$ cat src/rtl/store_rmw_unit_pkg.sv
// Shared definitions for the store read-modify-write unit.
//   - store size codes carried on req_size
//   - FSM state encoding
//   - big-endian lane position helpers used by the lane merge
package store_rmw_unit_pkg;

  localparam logic [1:0] STORE_SIZE_BYTE = 2'b00;
  localparam logic [1:0] STORE_SIZE_HALF = 2'b01;
  localparam logic [1:0] STORE_SIZE_WORD = 2'b10;
  localparam logic [1:0] STORE_SIZE_ILL  = 2'b11;

  typedef enum logic [2:0] {
    ST_IDLE    = 3'd0,
    ST_RD_REQ  = 3'd1,
    ST_RD_WAIT = 3'd2,
    ST_WRITE   = 3'd3,
    ST_ERR     = 3'd4
  } state_e;

  // Big-endian: byte offset k lives at bits [31-8k : 24-8k], so its LSB is
  // 24-8k, which is simply 8*(~k).
  function automatic logic [4:0] byte_lane_lsb(input logic [1:0] off);
    return {~off, 3'b000};
  endfunction

  // Half at offset 0 is the upper half, offset 2 the lower half.
  function automatic logic [4:0] half_lane_lsb(input logic off_hi);
    return off_hi ? 5'd0 : 5'd16;
  endfunction

endpackage

$ cat src/rtl/store_lane_merge.sv
// Combinational lane merge for sub-word stores.
//   old_word_i   : word read back from data memory
//   store_data_i : register value; [7:0] for byte, [15:0] for half, all for word
//   size_i       : store size code
//   offset_i     : byte offset within the word (big-endian lane numbering)
//   merged_o     : old word with the selected lane replaced
module store_lane_merge
  import store_rmw_unit_pkg::*;
(
  input  logic [31:0] old_word_i,
  input  logic [31:0] store_data_i,
  input  logic [1:0]  size_i,
  input  logic [1:0]  offset_i,
  output logic [31:0] merged_o
);

  always_comb begin
    merged_o = old_word_i;
    case (size_i)
      STORE_SIZE_BYTE: merged_o[byte_lane_lsb(offset_i) +: 8]  = store_data_i[7:0];
      STORE_SIZE_HALF: merged_o[half_lane_lsb(offset_i[1]) +: 16] = store_data_i[15:0];
      STORE_SIZE_WORD: merged_o = store_data_i;
      default:         merged_o = old_word_i;
    endcase
  end

endmodule

$ cat src/rtl/store_rmw_unit.sv
// Store unit for word-only data memory. SW writes directly; SB/SH read the
// target word, merge the new lane and write it back. Misaligned or illegal
// requests are dropped with an err pulse.
//   clk, rstb                : clock, asynchronous active-low reset
//   req_valid/ready          : request handshake from MEM stage (ready = idle)
//   req_addr/data/size       : byte address, register value, size code
//   mem_addr                 : word-aligned memory address
//   mem_rd_en / mem_rd_data  : read strobe and returned word
//   mem_wr_en / mem_wr_data  : write strobe and merged word
//   done / err               : single-cycle completion / drop pulses
module store_rmw_unit
  import store_rmw_unit_pkg::*;
#(
  parameter int ADDR_W = 32,
  parameter int RD_LAT = 1
) (
  input  logic              clk,
  input  logic              rstb,
  input  logic              req_valid,
  output logic              req_ready,
  input  logic [ADDR_W-1:0] req_addr,
  input  logic [31:0]       req_data,
  input  logic [1:0]        req_size,
  output logic [ADDR_W-1:0] mem_addr,
  output logic              mem_rd_en,
  input  logic [31:0]       mem_rd_data,
  output logic              mem_wr_en,
  output logic [31:0]       mem_wr_data,
  output logic              done,
  output logic              err
);

  state_e            state_q;
  logic              req_ready_q;
  logic [ADDR_W-1:0] mem_addr_q;
  logic              mem_rd_en_q;
  logic              mem_wr_en_q;
  logic [31:0]       mem_wr_data_q;
  logic              done_q;
  logic              err_q;
  logic [3:0]        wait_q;

  // Request payload, captured on accept; only meaningful while busy.
  logic [31:0]       data_q;
  logic [1:0]        size_q;
  logic [1:0]        off_q;

  logic              accept;
  logic              req_bad;
  logic [31:0]       merged;

  assign accept  = req_valid && (state_q == ST_IDLE);
  assign req_bad = (req_size == STORE_SIZE_ILL) ||
                   ((req_size == STORE_SIZE_HALF) && req_addr[0]) ||
                   ((req_size == STORE_SIZE_WORD) && (req_addr[1:0] != 2'b00));

  store_lane_merge u_merge (
    .old_word_i   (mem_rd_data),
    .store_data_i (data_q),
    .size_i       (size_q),
    .offset_i     (off_q),
    .merged_o     (merged)
  );

  always_ff @(posedge clk) begin
    if (accept) begin
      data_q <= req_data;
      size_q <= req_size;
      off_q  <= req_addr[1:0];
    end
  end

  // Outputs are registered: each transition sets the outputs of the state
  // being entered, and strobes default low so they last exactly one cycle.
  always_ff @(posedge clk or negedge rstb) begin
    if (!rstb) begin
      state_q       <= ST_IDLE;
      req_ready_q   <= 1'b1;
      mem_addr_q    <= '0;
      mem_rd_en_q   <= 1'b0;
      mem_wr_en_q   <= 1'b0;
      mem_wr_data_q <= '0;
      done_q        <= 1'b0;
      err_q         <= 1'b0;
      wait_q        <= '0;
    end else begin
      mem_rd_en_q <= 1'b0;
      mem_wr_en_q <= 1'b0;
      done_q      <= 1'b0;
      err_q       <= 1'b0;
      case (state_q)
        ST_IDLE: begin
          if (req_valid) begin
            req_ready_q <= 1'b0;
            if (req_bad) begin
              state_q <= ST_ERR;
              err_q   <= 1'b1;
            end else begin
              mem_addr_q <= {req_addr[ADDR_W-1:2], 2'b00};
              if (req_size == STORE_SIZE_WORD) begin
                state_q       <= ST_WRITE;
                mem_wr_en_q   <= 1'b1;
                mem_wr_data_q <= req_data;
                done_q        <= 1'b1;
              end else begin
                state_q     <= ST_RD_REQ;
                mem_rd_en_q <= 1'b1;
              end
            end
          end
        end
        ST_RD_REQ: begin
          state_q <= ST_RD_WAIT;
          wait_q  <= 4'(RD_LAT - 1);
        end
        ST_RD_WAIT: begin
          // Read data is valid RD_LAT cycles after the strobe.
          if (wait_q == 4'd0) begin
            state_q       <= ST_WRITE;
            mem_wr_en_q   <= 1'b1;
            mem_wr_data_q <= merged;
            done_q        <= 1'b1;
          end else begin
            wait_q <= wait_q - 4'd1;
          end
        end
        ST_WRITE, ST_ERR: begin
          state_q     <= ST_IDLE;
          req_ready_q <= 1'b1;
        end
        default: begin
          state_q     <= ST_IDLE;
          req_ready_q <= 1'b1;
        end
      endcase
    end
  end

  assign req_ready   = req_ready_q;
  assign mem_addr    = mem_addr_q;
  assign mem_rd_en   = mem_rd_en_q;
  assign mem_wr_en   = mem_wr_en_q;
  assign mem_wr_data = mem_wr_data_q;
  assign done        = done_q;
  assign err         = err_q;

endmodule

$ cat config.mk
export PLATFORM = sky130hd
export DESIGN_NAME = store_rmw_unit
export DESIGN_NICKNAME = d
export VERILOG_FILES = /design/src/rtl/store_rmw_unit_pkg.sv /design/src/rtl/store_lane_merge.sv /design/src/rtl/store_rmw_unit.sv
export SDC_FILE = /design/constraint.sdc
export NUM_CORES = 1
export LEC_CHECK = 0
export CORE_MARGIN = 2
export CORE_UTILIZATION = 40
export DETAILED_ROUTE_END_ITERATION = 7
export PLACE_DENSITY = 0.78
export SKIP_CTS_REPAIR_TIMING = 1
export SYNTH_ARGS = -nofsm -noshare
export SYNTH_HDL_FRONTEND = slang
export SYNTH_SLANG_ARGS = --single-unit
$ cat constraint.sdc
create_clock -name clk -period 4.4 [get_ports clk]
set_input_delay 0.44 -clock clk [delete_from_list [all_inputs] [get_ports clk]]
set_output_delay 0.44 -clock clk [all_outputs]
set_load 0.01 [all_outputs]
==> reports/qor.csv <==
metric;value;unit
run_status;completed;
synth_seq_area_share;49.6;%
layout_min_cycle_time;3.21;ns
initial_utilization;40.6;%
worstPathCellList;clkinv_1 > ha_1 > nor3b_2 > a41oi_1 > o22ai_1 > o211ai_1 > a31oi_1;
worst_pin_slew;1.05;ns
clk_path_buf_depth;2;
r2r_start;off_q[0];
ir_worst_vdd;0.361;mV
clk_pin_slew;0.07;ns
r2r_end;mem_wr_data[19];
cap_violations;0;
power.density;610;nW/µm²
grt-ovfl-total;0;
syn_area;5860;µm²
maxUsedRoutingLayer;met4;
finalSetupViolCount;0;
synth_top_area_share;30.7;%
post_route_cells_drive_above_1_share;12.0;%
wl;17.6;mm
hold-worst-slack;0.219;ns
port_buffers;167;
numCtsBuffers;9;
die_h;125;µm
leakagePower;3.00;nW
globalplace.congestion;0.869;
hold_viol;0;
fill_cells;1249;
slowest_delay;0.85;ns
r2r_cells;7;
vias_per_cell;5.82;
vias;5212;
met1_length;7.07;mm
period_share;72.9;%
worstSetupPathType;flop to flop;
min_path_type;input pin to async pin;
fmaxAchievable;312;MHz
yosys_warnings;0;
root_buffer;clkbuf_16;
die_width;125;µm
dp.cells;879;
io_pins;170;
cts-htree-levels;3;
grt_pass1_wl;28.0;mm
dp_hpwl;12.2;mm
wire_per_inst;19.6;µm
regArea;2910;µm²
firstDrtPassIters;5;
wl_met2;8.42;mm
grt_pass1_vias;5271;
critPathRequiredTime;4.68;ns
die-area;15600;µm²
area.growth.synth_to_final;35.8;%
synth_cells;565;
relSlewSlack;29.6;%
tns;0;ns
grt_use_total;22.3;%
rows;44;
syn_area_per_cell;10.4;µm²
finalNetCount;814;
num_antenna_cells;0;
clock_latency;0.36;ns
drv_slew;0;
ys_seq_elements;109;
rsz0062_at_grt;false;
core-area;14400;µm²
arrival;3.49;ns
drc;0;
cp_max_fo;16;
multi_input_area;2700;µm²
cts_sinks;109;
fin_skew;0.0103;ns
fin_util;55.2;%
synth_cell_types;45;
layout.cells.non_filler;895;
synth.top_cells.by_area;dfrtp_1 31%, edfxtp_1 18%, mux2_2 8.8%;
grt_max_degree;74;
startpoint_type;flop;
cpMaxStageDelayCell;nor3b_2;
cts_tree;built;
drtIter0Drc;364;
yosysTopAreaCell;dfrtp_1;
wl_met3;1.87;mm
end_kind;flop;
final_antenna_net_count;0;
antenna_found_initial;0;
r2r_slack;1.19;ns
layout make-up:
| class | count | area share (%) |
|---|---|---|
| clock buffer | 14 | 3.99 |
| clock inverter | 2 | 0.220 |
| inverter | 6 | 0.283 |
| sequential | 109 | 36.5 |
| timing repair buffer | 180 | 22.2 |
| tap | 184 | 2.89 |
| multi-input combinational | 400 | 33.9 |
cells in the final DEF (no fill, tap or decap), types with 2 or more instances in the layout:
cell type,count
ha_1,7
edfxtp_1,36
buf_4,14
o21ai_0,7
and2_1,9
clkdlybuf4s50_1,166
clkbuf_16,12
a41oi_1,24
nand2_1,30
nand2b_1,3
conb_1,2
mux2i_1,8
nor2b_1,27
a31oi_1,24
clkinv_1,2
a211oi_1,8
o211ai_1,24
clkinv_4,2
or2_2,3
a21oi_1,56
nor2_1,55
nor3_1,3
o22ai_1,32
inv_1,4
dfrtp_1,72
a221oi_1,8
a22oi_1,8
o21a_1,2
mux2_2,46
cells in the mapped netlist (all sizes together):
cell type	n
nor3b	2
dfstp	1
a22oi	8
o21ai	8
or4	1
clkbuf	28
or2	4
mux2i	8
a41oi	24
mux2	46
or3b	1
a31oi	24
nor3	3
ha	7
inv	4
o31a	1
buf	23
o22ai	33
nand2b	4
a21o	1
and2	9
o211ai	24
clkinv	2
a21oi	56
nor2b	27
edfxtp	36
nand2	30
o21a	2
nor4b	1
dfrtp	72
nand3	1
and3	1
nor2	55
a221oi	8
a211oi	8
conb	1
and4b	1
routing by layer:
| layer | vias to the layer above | global-route usage [%] |
|---|---|---|
| li1 | 2407 | - |
| met1 | 2510 | 27.9 |
| met2 | 278 | 36.2 |
| met3 | 17 | 9.20 |
| met4 | 0 | 5.69 |
| met5 | - | 0 |
through the flow:
stage               power (mW)  setup slack, ns  cell area, µm²
global placement          3.91             1.42            7630
CTS                       4.89             1.27            7960
global route              5.17            0.883            7960
floorplan                 2.92             1.61            5870
finish                    4.86             1.19            7960
detailed placement        3.99             1.29            7630
where the power goes:
group	total, mW	internal, mW	switching (mW)
Sequential	1.75	1.45	0.299
Combinational	2.22	1.14	1.09
Clock	0.888	0.506	0.382
Total	4.86	3.09	1.77
worst max path at each step:
stage / from / to / cells after the start
final: off_q[0] / mem_wr_data[19] / 7
after global placement: off_q[0] / mem_wr_data[23] / 7
after floorplan: state_q[1] / mem_wr_data[31] / 7
after detailed placement: off_q[0] / mem_wr_data[19] / 7
after global routing: off_q[0] / mem_wr_data[13] / 7
after CTS: off_q[0] / mem_wr_data[10] / 7
flip-flops by register name, summed over array words and instances, names as in the netlist:
name         count
size_q           2
req_ready        1
wait_q           4
state_q          3
done             1
off_q            2
data_q          32
err              1
mem_wr_data     32
mem_rd_en        1
mem_addr        30
kinds of logic after synthesis:
| logic type | after synthesis | share of synthesized area, % |
|---|---|---|
| AO/OA/AOI/OAI | 197 | 22.2 |
| adder cells (fa/ha/maj) | 7 | 1.49 |
| buffers and inverters | 57 | 4.55 |
| flip-flops | 109 | 49.6 |
| multiplexers | 54 | 10.2 |
| other | 1 | 0.0640 |
| AND/OR/NAND/NOR | 140 | 11.9 |
worst max-delay path: cells and delay by family, from the launching register on:
kind	cells	cell delay, ns
flops	1	0.66
fa+ha+maj	1	0.43
compound gates	4	0.77
buf+inv	1	0.41
simple gates	1	0.85
No activity file was read; power rests on OpenSTA's default activity.
